### src/rtl/systolic_result_axis_tx.sv
// rtl/systolic_result_axis_tx.sv - ping-pong tile buffer draining N x N results row-major onto an AXIS master
//
// Purpose: captures one N x N result tile as N row beats of N words, then
// streams it word by word (row-major) with TLAST on the final word. Two banks
// let the next tile be captured while the current one drains.
//
// Ports:
//   axi_clk       clock, all logic on the rising edge
//   axi_rst       asynchronous active-low reset
//   s_data        one result row, lane k = column k
//   s_valid       row beat valid
//   s_ready       row beat accepted when s_valid & s_ready
//   m_axis_data   output word (0 while m_axis_valid is low)
//   m_axis_valid  output word valid
//   m_axis_ready  downstream ready
//   m_axis_last   high with the last word of each tile
//   o_intr        one-cycle pulse after a tile's last word handshakes
//   o_tile_count  tiles fully sent, wraps at 16 bits

module systolic_result_axis_tx #(
  parameter int DATA_W = 32,
  parameter int N      = 4
) (
  input  logic                  axi_clk,
  input  logic                  axi_rst,
  input  logic [N*DATA_W-1:0]   s_data,
  input  logic                  s_valid,
  output logic                  s_ready,
  output logic [DATA_W-1:0]     m_axis_data,
  output logic                  m_axis_valid,
  input  logic                  m_axis_ready,
  output logic                  m_axis_last,
  output logic                  o_intr,
  output logic [15:0]           o_tile_count
);

  localparam int WORDS = N * N;
  localparam int RW    = $clog2(N);
  localparam int WW    = $clog2(WORDS);

  logic [DATA_W-1:0] r_mem [2][WORDS];
  logic [1:0]        r_full;
  logic              r_wr_bank;
  logic              r_rd_bank;
  logic [RW-1:0]     r_wr_row;
  logic [WW-1:0]     r_rd_word;
  logic              r_intr;
  logic [15:0]       r_tile_count;
  // Low during reset and for the first edge after it, so s_ready stays low
  // while the block is held in reset.
  logic              r_run;

  logic              w_wr_en;
  logic              w_rd_hs;
  logic              w_wr_last;
  logic              w_rd_last;
  logic [1:0]        w_full_set;
  logic [1:0]        w_full_clr;

  assign s_ready      = r_run & ~r_full[r_wr_bank];
  assign m_axis_valid = r_full[r_rd_bank];
  assign m_axis_data  = m_axis_valid ? r_mem[r_rd_bank][r_rd_word] : '0;
  assign m_axis_last  = m_axis_valid & (r_rd_word == WW'(WORDS - 1));
  assign o_intr       = r_intr;
  assign o_tile_count = r_tile_count;

  assign w_wr_en   = s_valid & s_ready;
  assign w_rd_hs   = m_axis_valid & m_axis_ready;
  assign w_wr_last = w_wr_en & (r_wr_row == RW'(N - 1));
  assign w_rd_last = w_rd_hs & m_axis_last;

  // A bank being written is never full and a bank being read always is, so
  // the set and clear masks never target the same bank on one edge.
  assign w_full_set = w_wr_last ? (2'b01 << r_wr_bank) : 2'b00;
  assign w_full_clr = w_rd_last ? (2'b01 << r_rd_bank) : 2'b00;

  always_ff @(posedge axi_clk or negedge axi_rst) begin
    if (!axi_rst) begin
      r_run        <= 1'b0;
      r_full       <= 2'b00;
      r_wr_bank    <= 1'b0;
      r_rd_bank    <= 1'b0;
      r_wr_row     <= '0;
      r_rd_word    <= '0;
      r_intr       <= 1'b0;
      r_tile_count <= 16'd0;
    end else begin
      r_run  <= 1'b1;
      r_full <= (r_full & ~w_full_clr) | w_full_set;
      r_intr <= w_rd_last;

      if (w_wr_en) begin
        if (w_wr_last) begin
          r_wr_row  <= '0;
          r_wr_bank <= ~r_wr_bank;
        end else begin
          r_wr_row <= r_wr_row + 1'b1;
        end
      end

      if (w_rd_hs) begin
        if (w_rd_last) begin
          r_rd_word    <= '0;
          r_rd_bank    <= ~r_rd_bank;
          r_tile_count <= r_tile_count + 16'd1;
        end else begin
          r_rd_word <= r_rd_word + 1'b1;
        end
      end
    end
  end

  // Tile storage carries no reset; the full flags alone decide what is valid.
  always_ff @(posedge axi_clk) begin
    if (w_wr_en) begin
      for (int c = 0; c < N; c++) begin
        r_mem[r_wr_bank][{r_wr_row, RW'(c)}] <= s_data[c*DATA_W +: DATA_W];
      end
    end
  end

endmodule
### config.mk
export PLATFORM = sky130hd
export DESIGN_NAME = systolic_result_axis_tx
export DESIGN_NICKNAME = d
export VERILOG_FILES = /design/src/rtl/systolic_result_axis_tx.sv
export SDC_FILE = /design/constraint.sdc
export NUM_CORES = 1
export LEC_CHECK = 0
export ABC_AREA = 0
export CORE_UTILIZATION = 45
export DETAILED_ROUTE_END_ITERATION = 8
export PLACE_DENSITY = 0.7
export RECOVER_POWER = 100
export SKIP_CTS_REPAIR_TIMING = 1
export SYNTH_ARGS = -nofsm -noshare
export SYNTH_HDL_FRONTEND = slang
export SYNTH_SLANG_ARGS = --single-unit
### constraint.sdc
create_clock -name axi_clk -period 10.52 [get_ports axi_clk]
set_input_delay 1.578 -clock axi_clk [delete_from_list [all_inputs] [get_ports axi_clk]]
set_output_delay 1.578 -clock axi_clk [all_outputs]
set_load 0.005 [all_outputs]
# --- Word level (Yosys, flattened, before mapping) ---
# Memory sizes are Yosys's and may differ from the RTL's.
# Index checks and enable logic that the tools add are counted.
totals:
  ff_bits: 28
  ramBits: 1024
  in_bits: 132
  output_inout_bits: 52
  wordCells: 3147
  n_memories: 1
classes:
  addsub: 3
  order_cmp: 11
  eq_ne: 2
  shift: 2
  mux: 1561
  n_bitwise: 1553
  reduce_logical: 6
memory_table:
  columns: ["name", "words", "width", "rd", "rd_clocked_by_memory_dff", "wr", "line_no", "source"]
  rows:
  - ["r_mem", 2, 512, 1, 0, 1, "41", "logic [DATA_W-1:0] r_mem [2][WORDS];"]
ops:
  columns: ["cell", "count"]
  rows:
  - ["two-way mux 512 bit", 4]
  - ["two-way mux 1 bit", 1541]
  - ["OR 1 bit", 1536]
  - ["demux 32 bit (select 4 bit)", 4]
  - ["two-way mux 32 bit", 7]
  - ["binary-select mux 32 bit (select 4 bit)", 1]
  - ["greater-or-equal comparator 5 bit, second input constant", 5]
  - ["inverter 4 -> 5 bit", 5]
  - ["< comparator 5 x 1 -> 1 bit, second input constant", 4]
  - ["adder 16 x 1 -> 16 bit, second input constant", 1]
  - ["bitwise AND 1 bit", 6]
  - ["two-way mux 2 bit", 3]
  - ["adder 4 x 1 -> 4 bit, second input constant", 1]
  - ["== test 4 bit, second input constant", 1]
  - ["logical AND 1 bit", 4]
  - ["< comparator 1 x 2 -> 1 bit, second input constant", 2]
  - ["two-way mux 4 bit", 1]
  - ["AND reduction 2 bit", 2]
  - ["<< shifter 1 x 1 -> 2 bit, first input constant", 2]
  - ["inverter 1 bit", 3]
  - ["adder 2 x 1 -> 2 bit, second input constant", 1]
  - ["bitwise AND 2 bit", 1]
  - ["== test 2 bit, second input constant", 1]
  - ["inverter 2 bit", 1]
  - ["OR 2 bit", 1]

# --- Logic depth before layout (Yosys ltp) ---
logic_depth:
  word_depth: 10
  mapped_depth: 9
  mapped_depth_nobuf: 5

# --- Least setup slack after synthesis ---
# OpenSTA, ideal clock, no wires.
synth_timing:
  kind: "input port to flip-flop"
  start: "in s_valid"
  end: "mem r_mem[0][0] in the netlist's numbering, enable pin"
  setup_time_ns: 0.617
  t_arrival_ns: 7.522
  t_required_ns: 9.903
  slack_ns: 2.380
  path_stages: 6
  path_buffers: 3
  path_cell_list: "and3_1 buf_6 nand2_2 buf_6 buf_6 nor2_1"
synth_via:
  elab_chain_cells: 6
  elab_cells_between_ends: 9
  cone_classes: "mux (5); bitwise (4)"
synth_rtl:
  columns: ["element", "line_no", "source"]
  rows:
  - ["start: declaration", "27", "input logic s_valid,"]
  - ["bitwise AND 1 bit (*)", "67", "assign w_wr_en = s_valid & s_ready;"]
  - ["two-way mux 1 bit (*)", "115", "if (w_wr_en) begin"]
  - ["two-way mux 512 bit (implied by the code)", "117", "r_mem[r_wr_bank][{r_wr_row, RW'(c)}] <= s_data[c*DATA_W +: DATA_W];"]
  - ["OR 1 bit (no line) (2 in series)", null, null]
  - ["OR 1 bit (no line) (*)", null, null]
  - ["end: declaration", "41", null]
# Every way passes the cells marked *; elsewhere a longest branch is shown, timed or not.

# --- Final worst setup path ---
layout_timing:
  start: "reg r_rd_word[1]"
  end: "out m_axis_data[27]"
layout_via:
  elab_chain_cells: 5
layout_rtl:
  columns: ["element", "line_no", "source"]
  rows:
  - ["start: declaration", "46", "logic [WW-1:0] r_rd_word;"]
  - ["start signal: assignment", "107", "r_rd_word <= r_rd_word + 1'b1;"]
  - ["inverter 4 -> 5 bit (implied by the code)", "62", "assign m_axis_data = m_axis_valid ? r_mem[r_rd_bank][r_rd_word] : '0;"]
  - ["binary-select mux 32 bit (select 4 bit)", "62", null]
  - ["two-way mux 32 bit (implied by the code) (2 in series)", "62", null]
  - ["two-way mux 32 bit", "62", null]
  - ["end: declaration", "29", "output logic [DATA_W-1:0] m_axis_data,"]
# No other way between the ends. The select of a mux whose other input is x is not followed.

==> results_dict.tcl <==
set metrics [dict create \
    outcome "complete, but fails checks" \
    fin_cells 4107 \
    overflow 0 \
    htree_levels 3 \
    worstMarginPinSlew_ns 4.80 \
    synthArstFlopShare_pct 2.66 \
    grt_pass1_wl_mm 168 \
    grt_pass1_vias 26100 \
    rsz0062_at_grt "false" \
    die_y_um 320 \
    clock_latency_ns 0.66 \
    die_x_um 320 \
    remaining_drc_errors 0 \
    drive_gt1_share_pct 12.8 \
    synth.distinct_cells 43 \
    drtIter0Drc 2290 \
    slew_violations 1357 \
    ir_drop_v 0.000160 \
    finClkSkew_ns 0.0172 \
    synth-seq-cells 1052 \
    syn_area_um2 45600 \
    finalSetupViolCount 0 \
    clockRootBuffer "clkbuf_16" \
    critical_path_class "reg -> out" \
    clkTransAtPathRegs_ns 0.06 \
    layout_common_cells "edfxtp_1, mux2i_1, a21o_1" \
    period_share_pct 81.9 \
    ioPinCount 184 \
    dieArea_um2 103000 \
    vias 24600 \
    synthesis.nets 2692 \
    slew_headroom_pct -220 \
    fill_cells 8087 \
    violations "capacitance limit, slew limit" \
    avgRoutedWirePerCell_um 27.7 \
    synth_warnings 0 \
    critPathLaunchType "flop" \
    synth_edf_count 1024 \
    yosysSeqAreaShare_pct 69.0 \
    hold_viol 0 \
    synth_area_per_cell_um2 17.8 \
    place_hpwl_mm 63.8 \
    clock_sink_count 1052 \
    period_needed_ns 8.61 \
    powerDensity_nw_per_um2 235 \
    core-area_um2 100000 \
    tns_ns 0 \
    fp-row-count 116 \
    syn_inst 2554 \
    path_max_fanout 34 \
    multi_input_area_um2 12700 \
    finalNetCount 2857 \
    viasPerCell 5.99 \
    regArea_um2 31500 \
    clock.fmax_mhz 116 \
    gp_congestion 0.773 \
    min_path_type "reg -> reg" \
    first_pass_iters 5 \
    grtUsageTotal_pct 22.1 \
    grt_max_degree 73 \
    initial_utilization_pct 45.5 \
    area_growth_pct 12.3 \
    clock_path_buffers 3 \
    maxCapViolations 28 \
    leakage_nw 18.0 \
    endpoint_kind "primary output" \
    final_common_cell "edfxtp_1" \
    wirelength_mm 114 \
    synth_ff_type "edfxtp_1" \
    arrival_ns 7.03 \
    portBuffers 183 \
    placedCellCount 3909 \
    crit_required_ns 8.94 \
    drtAntennaViolNets 0 \
    antenna_found_initial 13 \
    cts_tree "built" \
    cts_buffers 106 \
    fin_util_pct 51.1 \
]
metrics by stage:
stage	total power [mW]	setup WS (ns)	cell area (µm²)	hold slack, ns
6_report	12.0	1.91	51200	0.472
5_1_grt	12.5	1.76	51200	0.514
4_1_cts	12.2	3.70	51700	0.478
3_5_place_dp	8.60	4.42	48400	0.471
3_3_place_gp	8.53	4.46	48400	0.460
2_1_floorplan	7.45	2.38	45600	0.468
routing by layer:
metal | wire length (µm) | up-vias | GRT usage (%)
met5 | 11 | - | 0
met4 | 2630 | 2 | 6.19
met3 | 7860 | 172 | 3.01
met2 | 58000 | 948 | 38.7
met1 | 45100 | 12800 | 28.9
li1 | - | 10700 | -
layout make-up:
type | count | area share (%)
Sequential cell | 1052 | 61.5
Multi-Input combinational cell | 1321 | 24.7
Clock buffer | 133 | 5.59
Timing Repair Buffer | 232 | 4.14
Tap cell | 1298 | 3.17
Clock inverter | 60 | 0.824
Inverter | 6 | 0.0440
Antenna cell | 5 | 0.0244
power by group:
part	internal [mW]	switching (mW)
clock	2.04	1.53
sequential	4.97	0.181
combinational	1.37	1.93
sequential cells by signal (all words and copies together) (netlist names):
register	cells
r_rd_word	4
r_mem	1024
r_run	1
o_tile_count	16
r_wr_row	2
r_wr_bank	1
r_full	2
o_intr	1
r_rd_bank	1
worst max-delay path: stages, from the launching register on:
cell	delay, ns
dfrtp_1	1.04
clkbuf_1	2.33
buf_4	0.83
nor2b_4	0.11
buf_4	0.38
a22oi_1	0.25
a41oi_1	0.16
a221oi_2	0.59
clkdlybuf4s50_1	0.61
Yosys cell counts (47+ instances only):
library cell  number  area [µm²]
mux4_2           128        2880
nand2_1           79         297
clkbuf_1          57         214
mux2i_1          288        2880
buf_6             47         529
a21o_1           288        2160
edfxtp_1        1024       30700
buf_2             49         245
and2_1           102         638
mux2_4            85        1280
cells by family after synthesis:
family                   synth area share [%]
AO/OA/AOI/OAI                            8.99
buffers and inverters                    2.54
flip-flops                               69.0
adder cells (fa/ha/maj)                 0.165
other                                 0.00823
multiplexers                             15.8
XOR/XNOR                                0.346
AND/OR/NAND/NOR                          3.07
final timing paths:
| check | start | endpoint | slack (ns) | depth (start not counted) |
|---|---|---|---|---|
| max | r_rd_word[1] | m_axis_data[27] | 1.91 | 8 |
| max reg2reg | r_wr_bank | r_mem[0][86] | 2.63 | 5 |
| max in group asynchronous | axi_rst | r_rd_word[2] | 7.33 | 2 |
| min in group asynchronous | axi_rst | o_tile_count[15] | 1.93 | 2 |
| min | o_tile_count[15] | o_tile_count[15] | 0.47 | 1 |
| min reg2reg | o_tile_count[15] | o_tile_count[15] | 0.47 | 1 |
No activity file was read; power rests on OpenSTA's default activity.
